===== src/rtl/idu_operand_fwd_stage_if.sv =====
// rtl/idu_operand_fwd_stage_if.sv - decode-to-IEX operand handshake bundle
// Ports (slave = forwarding stage, master = decode/IEX environment):
//   in_vld/in_ready                instruction handshake from decode
//   rs1_idx/rs2_idx, rs1_vld/rs2_vld  source indices and use flags
//   rf_rs1_data/rf_rs2_data        register-file read data
//   out_vld/out_ready              registered operand handshake towards IEX
//   out_rs1_data/out_rs2_data      resolved operands
interface idu_operand_fwd_stage_if #(
  parameter int DATA_W = 32,
  parameter int IDX_W  = 5
);
  logic              in_vld;
  logic              in_ready;
  logic [IDX_W-1:0]  rs1_idx;
  logic [IDX_W-1:0]  rs2_idx;
  logic              rs1_vld;
  logic              rs2_vld;
  logic [DATA_W-1:0] rf_rs1_data;
  logic [DATA_W-1:0] rf_rs2_data;
  logic              out_vld;
  logic              out_ready;
  logic [DATA_W-1:0] out_rs1_data;
  logic [DATA_W-1:0] out_rs2_data;

  modport master (
    output in_vld, rs1_idx, rs2_idx, rs1_vld, rs2_vld, rf_rs1_data, rf_rs2_data, out_ready,
    input  in_ready, out_vld, out_rs1_data, out_rs2_data
  );

  modport slave (
    input  in_vld, rs1_idx, rs2_idx, rs1_vld, rs2_vld, rf_rs1_data, rf_rs2_data, out_ready,
    output in_ready, out_vld, out_rs1_data, out_rs2_data
  );
endinterface


===== src/rtl/idu_operand_fwd_stage.sv =====
// rtl/idu_operand_fwd_stage.sv - operand bypass, load-use stall and IEX skid register
// Ports:
//   clk, rst       clock, synchronous active-high reset
//   bus            operand handshake bundle (slave side)
//   byp_data       STAGES*LANES producer results, entry e = s*LANES+l
//   byp_rd         producer destination indices
//   byp_rd_vld     producer writes rd
//   byp_pipe_vld   producer slot holds a live instruction
//   byp_is_load    producer is a load
//   stall_vld      load-use hazard on the current instruction (combinational)
//   stall_cnt      saturating count of stalled cycles
module idu_operand_fwd_stage #(
  parameter int LANES        = 2,
  parameter int STAGES       = 3,
  parameter int DATA_W       = 32,
  parameter int IDX_W        = 5,
  parameter int LOAD_RDY_STG = 1,
  parameter int CNT_W        = 16
) (
  input  logic                              clk,
  input  logic                              rst,
  idu_operand_fwd_stage_if.slave            bus,
  input  logic [STAGES*LANES*DATA_W-1:0]    byp_data,
  input  logic [STAGES*LANES*IDX_W-1:0]     byp_rd,
  input  logic [STAGES*LANES-1:0]           byp_rd_vld,
  input  logic [STAGES*LANES-1:0]           byp_pipe_vld,
  input  logic [STAGES*LANES-1:0]           byp_is_load,
  output logic                              stall_vld,
  output logic [CNT_W-1:0]                  stall_cnt
);

  localparam int ENT = STAGES * LANES;

  typedef enum logic {EMPTY, FULL} state_t;

  // Returns {hazard, operand}. Entries are scanned oldest-first and lane-ascending so
  // the last match left standing is the youngest producer: lowest stage, highest lane.
  // Only that winner matters; an older load hidden behind it never stalls.
  function automatic logic [DATA_W:0] resolve(
    input logic [IDX_W-1:0]      idx,
    input logic                  vld,
    input logic [DATA_W-1:0]     rf,
    input logic [ENT*DATA_W-1:0] d,
    input logic [ENT*IDX_W-1:0]  rd,
    input logic [ENT-1:0]        rdv,
    input logic [ENT-1:0]        pv,
    input logic [ENT-1:0]        ld
  );
    logic              hz;
    logic [DATA_W-1:0] val;
    hz  = 1'b0;
    val = rf;
    for (int s = STAGES - 1; s >= 0; s--) begin
      for (int l = 0; l < LANES; l++) begin
        if (pv[s*LANES+l] && rdv[s*LANES+l] &&
            rd[(s*LANES+l)*IDX_W +: IDX_W] == idx) begin
          val = d[(s*LANES+l)*DATA_W +: DATA_W];
          hz  = ld[s*LANES+l] && (s < LOAD_RDY_STG);
        end
      end
    end
    // x0 and unused sources read as zero and can never hazard.
    if (!vld || idx == '0) begin
      val = '0;
      hz  = 1'b0;
    end
    return {hz, val};
  endfunction

  logic [DATA_W:0]   res1;
  logic [DATA_W:0]   res2;
  logic              accept;
  logic              in_ready;
  state_t            state;
  logic              out_vld_q;
  logic [DATA_W-1:0] out_rs1_q;
  logic [DATA_W-1:0] out_rs2_q;

  always_comb begin
    res1 = resolve(bus.rs1_idx, bus.rs1_vld, bus.rf_rs1_data,
                   byp_data, byp_rd, byp_rd_vld, byp_pipe_vld, byp_is_load);
    res2 = resolve(bus.rs2_idx, bus.rs2_vld, bus.rf_rs2_data,
                   byp_data, byp_rd, byp_rd_vld, byp_pipe_vld, byp_is_load);
  end

  assign stall_vld = bus.in_vld & (res1[DATA_W] | res2[DATA_W]);
  assign in_ready  = ~stall_vld & (~out_vld_q | bus.out_ready);
  assign accept    = bus.in_vld & in_ready;

  always_ff @(posedge clk) begin
    if (rst) begin
      state     <= EMPTY;
      out_vld_q <= 1'b0;
      out_rs1_q <= '0;
      out_rs2_q <= '0;
      stall_cnt <= '0;
    end else begin
      case (state)
        EMPTY: begin
          if (accept) begin
            state     <= FULL;
            out_vld_q <= 1'b1;
            out_rs1_q <= res1[DATA_W-1:0];
            out_rs2_q <= res2[DATA_W-1:0];
          end
        end
        FULL: begin
          if (accept) begin
            // accept implies out_ready here: refill without a bubble
            out_rs1_q <= res1[DATA_W-1:0];
            out_rs2_q <= res2[DATA_W-1:0];
          end else if (bus.out_ready) begin
            state     <= EMPTY;
            out_vld_q <= 1'b0;
          end
        end
        default: begin
          state     <= EMPTY;
          out_vld_q <= 1'b0;
        end
      endcase
      if (stall_vld && stall_cnt != {CNT_W{1'b1}})
        stall_cnt <= stall_cnt + {{(CNT_W-1){1'b0}}, 1'b1};
    end
  end

  assign bus.in_ready     = in_ready;
  assign bus.out_vld      = out_vld_q;
  assign bus.out_rs1_data = out_rs1_q;
  assign bus.out_rs2_data = out_rs2_q;

endmodule


===== src/flat_wrapper.sv =====
// flat-port wrapper written by rule: the top's interface ports become plain ports
module idu_operand_fwd_stage_flat 
#(
  parameter int LANES        = 2,
  parameter int STAGES       = 3,
  parameter int DATA_W       = 32,
  parameter int IDX_W        = 5,
  parameter int LOAD_RDY_STG = 1,
  parameter int CNT_W        = 16
)
  (clk, rst, byp_data, byp_rd, byp_rd_vld, byp_pipe_vld, byp_is_load, stall_vld, stall_cnt, bus_in_vld, bus_rs1_idx, bus_rs2_idx, bus_rs1_vld, bus_rs2_vld, bus_rf_rs1_data, bus_rf_rs2_data, bus_out_ready, bus_in_ready, bus_out_vld, bus_out_rs1_data, bus_out_rs2_data);
  idu_operand_fwd_stage_if #(.DATA_W(DATA_W), .IDX_W(IDX_W)) bus_i ();
  input  logic clk;
  input  logic rst;
  input  logic [STAGES*LANES*DATA_W-1:0] byp_data;
  input  logic [STAGES*LANES*IDX_W-1:0] byp_rd;
  input  logic [STAGES*LANES-1:0] byp_rd_vld;
  input  logic [STAGES*LANES-1:0] byp_pipe_vld;
  input  logic [STAGES*LANES-1:0] byp_is_load;
  output logic stall_vld;
  output logic [CNT_W-1:0] stall_cnt;
  input wire logic [$bits(bus_i.in_vld)-1:0] bus_in_vld;
  input wire logic [$bits(bus_i.rs1_idx)-1:0] bus_rs1_idx;
  input wire logic [$bits(bus_i.rs2_idx)-1:0] bus_rs2_idx;
  input wire logic [$bits(bus_i.rs1_vld)-1:0] bus_rs1_vld;
  input wire logic [$bits(bus_i.rs2_vld)-1:0] bus_rs2_vld;
  input wire logic [$bits(bus_i.rf_rs1_data)-1:0] bus_rf_rs1_data;
  input wire logic [$bits(bus_i.rf_rs2_data)-1:0] bus_rf_rs2_data;
  input wire logic [$bits(bus_i.out_ready)-1:0] bus_out_ready;
  output wire logic [$bits(bus_i.in_ready)-1:0] bus_in_ready;
  output wire logic [$bits(bus_i.out_vld)-1:0] bus_out_vld;
  output wire logic [$bits(bus_i.out_rs1_data)-1:0] bus_out_rs1_data;
  output wire logic [$bits(bus_i.out_rs2_data)-1:0] bus_out_rs2_data;
  assign bus_i.in_vld = bus_in_vld;
  assign bus_i.rs1_idx = bus_rs1_idx;
  assign bus_i.rs2_idx = bus_rs2_idx;
  assign bus_i.rs1_vld = bus_rs1_vld;
  assign bus_i.rs2_vld = bus_rs2_vld;
  assign bus_i.rf_rs1_data = bus_rf_rs1_data;
  assign bus_i.rf_rs2_data = bus_rf_rs2_data;
  assign bus_i.out_ready = bus_out_ready;
  assign bus_in_ready = bus_i.in_ready;
  assign bus_out_vld = bus_i.out_vld;
  assign bus_out_rs1_data = bus_i.out_rs1_data;
  assign bus_out_rs2_data = bus_i.out_rs2_data;
  idu_operand_fwd_stage #(.LANES(LANES), .STAGES(STAGES), .DATA_W(DATA_W), .IDX_W(IDX_W), .LOAD_RDY_STG(LOAD_RDY_STG), .CNT_W(CNT_W)) u_core (.clk(clk), .rst(rst), .bus(bus_i), .byp_data(byp_data), .byp_rd(byp_rd), .byp_rd_vld(byp_rd_vld), .byp_pipe_vld(byp_pipe_vld), .byp_is_load(byp_is_load), .stall_vld(stall_vld), .stall_cnt(stall_cnt));
endmodule

===== config.mk =====
export PLATFORM = sky130hd
export DESIGN_NAME = idu_operand_fwd_stage_flat
export DESIGN_NICKNAME = d
export VERILOG_FILES = /design/src/rtl/idu_operand_fwd_stage_if.sv /design/src/rtl/idu_operand_fwd_stage.sv /design/src/flat_wrapper.sv
export SDC_FILE = /design/constraint.sdc
export NUM_CORES = 1
export LEC_CHECK = 0
export ABC_CLOCK_PERIOD_IN_PS = 3100
export CAP_MARGIN = 10
export CORE_ASPECT_RATIO = 1.2
export CORE_MARGIN = 10
export CORE_UTILIZATION = 35
export DETAILED_ROUTE_END_ITERATION = 10
export PLACE_DENSITY = 0.81
export SLEW_MARGIN = 15
export SYNTH_ARGS = -nofsm -noshare
export SYNTH_HDL_FRONTEND = slang
export SYNTH_SLANG_ARGS = --single-unit

===== constraint.sdc =====
create_clock -name clk -period 3.1 [get_ports clk]
set_input_delay 0.62 -clock clk [delete_from_list [all_inputs] [get_ports clk]]
set_output_delay 0.62 -clock clk [all_outputs]
set_load 0.005 [all_outputs]

# Word level (Yosys, flattened, before mapping)
# Index checks and enable logic that the tools add are counted.
word_totals:
  regBits: 82
  inputBits: 320
  output_inout_bits: 83
  elab_cells: 86
classes:
  n_addsub: 1
  eq_ne: 16
  muxes: 30
  bitwise_logic: 8
  reduce_logical: 26
ops:
  columns: ["cell", "count"]
  rows:
  - ["two-way mux 32 bit", 16]
  - ["== test 5 bit", 12]
  - ["logical AND 1 bit", 19]
  - ["adder 16 x 1 -> 16 bit (second input constant)", 1]
  - ["inequality test 16 bit (second input constant)", 1]
  - ["two-way mux 1 bit", 12]
  - ["logical NOT 5 bit", 2]
  - ["inequality test 2 bit (second input constant)", 2]
  - ["case mux 1 bit (2 select lines)", 2]
  - ["bitwise AND 1 bit", 3]
  - ["NOT 1 bit", 3]
  - ["AND reduction 3 bit", 1]
  - ["logical NOT 1 bit", 2]
  - ["logical OR 1 bit", 2]
  - ["inequality test 2 x 1 -> 1 bit (second input constant)", 1]
  - ["OR 1 bit", 2]

# Longest topological paths before layout
depth:
  ltp_word: 12
  mapped_depth: 11
  mapped_depth_nobuf: 8

# Least setup slack after synthesis
# OpenSTA, ideal clock, no wires.
synth_timing:
  kind: "in2out"
  startpoint: "input port bus_rs2_idx[3]"
  endpoint: "output port bus_in_ready"
  arrival_ns: 2.191
  required_ns: 2.480
  path_slack_ns: 0.289
  stages: 9
  path_buffers: 2
  path_cell_list: "buf_2 -> xor2_1 -> nor4_1 -> nand4_1 -> mux2_2 -> a22oi_2 -> buf_4 -> nor2b_1 -> nor2b_1"
synth_via:
  elab_chain_cells: 9
  word_cells_on_any_way: 13
  cone_classes: "eq/ne: 2; mux: 3; bitwise: 4; reduce/logical: 4"
synth_rtl:
  columns: ["element", "line", "source"]
  rows:
  - ["from (decl)", "flat_wrapper.sv:24", "input wire logic [$bits(bus_i.rs2_idx)-1:0] bus_rs2_idx;"]
  - ["== test 5 bit", "idu_operand_fwd_stage.sv:56", "rd[(s*LANES+l)*IDX_W +: IDX_W] == idx) begin"]
  - ["logical AND 1 bit", "idu_operand_fwd_stage.sv:55", "if (pv[s*LANES+l] && rdv[s*LANES+l] &&"]
  - ["two-way mux 1 bit (2 in a row)", "idu_operand_fwd_stage.sv:55", null]
  - ["two-way mux 1 bit *", "idu_operand_fwd_stage.sv:63", "if (!vld || idx == '0) begin"]
  - ["OR 1 bit *", "idu_operand_fwd_stage.sv:86", "assign stall_vld = bus.in_vld & (res1[DATA_W] | res2[DATA_W]);"]
  - ["bitwise AND 1 bit *", "idu_operand_fwd_stage.sv:86", null]
  - ["named net stall_vld", "flat_wrapper.sv:20", "output logic stall_vld;"]
  - ["NOT 1 bit *", "idu_operand_fwd_stage.sv:87", "assign in_ready = ~stall_vld & (~out_vld_q | bus.out_ready);"]
  - ["bitwise AND 1 bit *", "idu_operand_fwd_stage.sv:87", null]
  - ["to (decl)", "flat_wrapper.sv:30", "output wire logic [$bits(bus_i.in_ready)-1:0] bus_in_ready;"]
# Mark *: on every way through the listed nets, which the timed path passes. The rest lies on a longest branch.

# Final worst setup path
layout_timing:
  startpoint: "input port bus_rs1_idx[2]"
  endpoint: "register u_core.out_rs1_q[31], in the netlist u_core.bus.out_rs1_data[31]"
layout_via:
  elab_chain_cells: 10
  word_cells_on_any_way: 30
  cone_classes: "eq/ne: 6; mux: 11; bitwise: 5; reduce/logical: 8"
layout_rtl:
  columns: ["element", "line", "source"]
  rows:
  - ["from (decl)", "flat_wrapper.sv:23", "input wire logic [$bits(bus_i.rs1_idx)-1:0] bus_rs1_idx;"]
  - ["== test 5 bit", "idu_operand_fwd_stage.sv:56", null]
  - ["logical AND 1 bit", "idu_operand_fwd_stage.sv:55", null]
  - ["two-way mux 32 bit or two-way mux 1 bit (tied branches) (2 in a row)", "idu_operand_fwd_stage.sv:55", null]
  - ["two-way mux 32 bit or two-way mux 1 bit (tied branches)", "idu_operand_fwd_stage.sv:55, idu_operand_fwd_stage.sv:63", null]
  - ["two-way mux 32 bit or OR 1 bit (tied branches)", "idu_operand_fwd_stage.sv:55, idu_operand_fwd_stage.sv:86", null]
  - ["two-way mux 32 bit or bitwise AND 1 bit (tied branches)", "idu_operand_fwd_stage.sv:55, idu_operand_fwd_stage.sv:86", null]
  - ["two-way mux 32 bit or NOT 1 bit (tied branches)", "idu_operand_fwd_stage.sv:55, idu_operand_fwd_stage.sv:87", null]
  - ["two-way mux 32 bit or bitwise AND 1 bit (tied branches)", "idu_operand_fwd_stage.sv:63, idu_operand_fwd_stage.sv:87", null]
  - ["two-way mux 32 bit or bitwise AND 1 bit (tied branches)", "idu_operand_fwd_stage.sv:100, idu_operand_fwd_stage.sv:108, idu_operand_fwd_stage.sv:88", null]
  - ["to (signal assigned)", "idu_operand_fwd_stage.sv:103", "out_rs1_q <= res1[DATA_W-1:0];"]
  - ["to (signal assigned)", "idu_operand_fwd_stage.sv:110", "out_rs1_q <= res1[DATA_W-1:0];"]
  - ["to (decl)", "idu_operand_fwd_stage.sv:76", "logic [DATA_W-1:0] out_rs1_q;"]
# Several ways; a longest one is shown, not always the timed one. The select of a mux whose other input is x is not followed.
# A chain may end at the register's enable or synchronous reset.

==> impl_metrics.toml <==
[place]
port_buffers = 398
dp_worst_setup_slack_ns = -0.626
hpwlAfterDp_um = 32100
gp_congestion = 1.02

[hold_path]
hold_start = "u_core.bus.out_rs1_data[2]"
whs_path_depth = 1
min_to = "u_core.bus.out_rs1_data[2]"
hp-class = "reg -> reg"

[pwr]
power.leakage_nw = 4.88
ir_drop_uv = 231
cellPowerDensity_mw_per_mm2 = 266

[cells_and_area]
filler_cell_count = 1677
nNetsFinal = 1714
post-route-util_pct = 64.2
drive_above_1_share_pct = 12.8
multiInputGateArea_mm2 = 0.00502
seqCellArea_mm2 = 0.00164
area_growth_pct = 80.3

[synth]
synth_warnings = 0
yosys_most_used_dff = "dfxtp_1"
syn_nets = 1275
synth_area_per_cell_um2 = 7.29
synth_top_area_cell = "dfxtp_1"
syn-instance-count = 954
async_flop_share_pct = 0
synth_top_area_share_pct = 23.6
ys_seq_area_share_pct = 23.6
syn_area_mm2 = 0.00696
synth_edf_count = 0
synthDistinctLibCells = 45
synth_seq_cells = 82
synthTopCellsByArea = "dfxtp_1 24%, a21oi_1 12%, a221o_1 9.2%"

[worst_setup_path]
cp_common_cell = "buf_4"
rr_worst_depth = 9
slowest_stage = "a221o_1"
critPathMaxStageDelay_ns = 0.28
cp.arrival_ns = 3.37
worstSetupEndpointType = "flop"
crit_buf_inv = 11
startpoint_type = "input port"
critPathTopFamily = "buffers and inverters"
worst-endpoint-required_ns = 3.34
timing.rr.end = "u_core.stall_cnt[9]"
reg2reg_slack_ns = 0.54
path_cells = "clkdlybuf4s15_1, xor2_1, nor4_2, nand4_1, buf_4, buf_4, buf_4, buf_4, buf_4, buf_4, buf_4, buf_4, nand4b_1, buf_6, clkbuf_16, a211oi_1, a221o_1"
critPathMaxFanout = 5
crit_type = "in -> reg"
r2r-start = "u_core.stall_cnt[3]"

[global_routing]
grt_pass1_wl_um = 58800
grt-ovfl-total = 0
antenna_found_initial = 7
grt_usage_pct = 28.9
grt_pass1_vias = 9734
grt_start_max_net_pins = 65

[sta]
relSlewSlack_pct = 48.1
finClkSkew_ns = 0.0114
worst_pin_slew_ns = 0.770
max_clock_freq_mhz = 320
finalCritPeriodShare_pct = 101
rsz0062_at_grt = "yes"
fin_setup_tns_ns = -0.157
finalMaxSlewViolations = 0
period_needed_ns = 3.13
hold_viol = 0
setup_ws_ns = -0.0270
setup_violations = 13

[flow_run]
cap_viol_max_count = 0

[clock_tree]
cts_tree = "done"
cts_made_buffers = 9
ctsLongestPathBuffers = 2
clk_latency_ns = 0.35
cts_root_buf = "clkbuf_16"
h-tree-depth = 3
cts.sinks = 82
clk_pin_slew_worst_paths_ns = 0.07

[drt]
drc = 0
drt-initial-drc-count = 897
wl_per_cell_um = 24.1
vias = 9788
firstDrtPassIters = 7
routed_wl_um = 40100
ant_nets = 0
vias_per_cell = 5.87

[floorplanning]
dieArea_mm2 = 0.0259
die_w_um = 149
core_area_mm2 = 0.0195
rows = 56
die_y_um = 174
initial_core_util_pct = 35.6
io_pins = 403

[status]
violations = "negative setup slack"
status = "finished with violations"
## worst max-delay path by stage
stage,startpoint,end,slack (ns),cells after the start
3_5_place_dp,byp_rd[8],bus_in_ready,-0.63,9
4_1_cts,bus_rs2_idx[3],bus_in_ready,-0.04,10
3_3_place_gp,byp_rd[8],bus_in_ready,-0.62,9
2_1_floorplan,bus_rs2_idx[3],bus_in_ready,0.29,9
6_report,bus_rs1_idx[2],u_core.bus.out_rs1_data[31],-0.03,17
5_1_grt,bus_rs2_idx[2],bus_in_ready,-0.1,10
## metal layers
layer	vias to the layer above	track usage (%)	share of wire, %
met5	-	0	0
li1	4504	-	-
met4	0	15.1	4.9
met1	4572	33.2	37
met2	598	48.1	48
met3	114	7.30	9.7
## where the power goes
part           switching [W]  total, W  leakage, nW  internal [W]
Combinational       0.000441   0.00109         4.06      0.000645
Clock               0.000454   0.00113        0.147      0.000672
Sequential         0.0000295   0.00113        0.667       0.00110
Total               0.000924   0.00334         4.88       0.00241
## layout by cell type (no fill, tap or decap), types with 3 or more instances in the layout
| cell | n |
|---|---|
| mux2i_1 | 36 |
| a311oi_1 | 28 |
| dlymetal6s2s_1 | 4 |
| xor2_1 | 26 |
| nor4_1 | 9 |
| nand3_1 | 43 |
| clkdlybuf4s15_1 | 3 |
| nor4_2 | 3 |
| buf_12 | 18 |
| o21ai_0 | 67 |
| a21oi_1 | 162 |
| nand4_1 | 11 |
| nor2_1 | 85 |
| a211oi_1 | 68 |
| nor3_1 | 4 |
| dfxtp_1 | 82 |
| inv_1 | 3 |
| a221o_1 | 64 |
| diode_2 | 8 |
| nor3b_1 | 3 |
| buf_4 | 105 |
| xnor2_1 | 44 |
| nand2_1 | 73 |
| clkdlybuf4s50_1 | 380 |
| and3_1 | 3 |
| clkbuf_2 | 4 |
| buf_6 | 4 |
| clkbuf_16 | 11 |
## state kept, by name, summed over array words and instances (netlist names)
register,count
u_core.state,1
u_core.bus.out_rs1_data,32
u_core.bus.out_rs2_data,32
u_core.bus.out_vld,1
u_core.stall_cnt,16
## layout make-up
cell class / count / share of cell area [%]
diodes: 8 / 0.160
well taps: 261 / 2.60
flip-flops and latches: 82 / 13.1
inverters: 3 / 0.0898
clock buffers: 13 / 2.08
repair buffers: 527 / 41.6
clock inverters: 3 / 0.369
multi-input cells: 770 / 40.0
## cell usage after synthesis, types with 5 or more instances
| cell | instances |
|---|---|
| a211oi_1 | 69 |
| a21oi_1 | 162 |
| a221o_1 | 64 |
| a311oi_1 | 28 |
| buf_2 | 23 |
| clkbuf_1 | 70 |
| dfxtp_1 | 82 |
| mux2i_1 | 37 |
| nand2_1 | 73 |
| nand3_1 | 45 |
| nand4_1 | 11 |
| nor2_1 | 87 |
| nor3_1 | 5 |
| nor4_1 | 12 |
| o21ai_0 | 67 |
| xnor2_1 | 44 |
| xor2_1 | 28 |
## per-stage QoR
step,std cells,hold WS [ns],instance area (µm²),power [W]
2_1_floorplan,954,0.457,6960,0.00147
3_3_place_gp,1627,0.468,12000,0.00219
3_5_place_dp,1627,0.474,12000,0.00220
4_1_cts,1654,0.488,12400,0.00331
5_1_grt,1665,0.498,12500,0.00346
6_report,1667,0.485,12500,0.00334
## cell families after synthesis
group           synth area share, %
compound gates                 37.8
xor+xnor                       9.07
fa+ha+maj                     0.180
buf+inv                        6.13
flops                          23.6
mux                            5.65
simple gates                   17.6
## worst register-to-register path: stages, from the launching register on
cell and delay, ns:
dfxtp_1 0.43, and4_1 0.25, nand2_1 0.09, nor2_1 0.21, nand4_1 0.16, o21ai_0 0.64, buf_4 0.30, nor3_1 0.10
xnor2_1 0.21, nor2_1 0.06
## what timing repair did
| item | in CTS | in global routing |
|---|---|---|
| hold buffers | 0 | 0 |
| gates resized for setup | 29 | 35 |
| gates cloned | 0 | 3 |
| buffers inserted | 11 | 2 |
| endpoints found under the setup margin | 66 | 49 |
| pin swaps | 7 | 9 |
(Power assumes the default switching activity.)
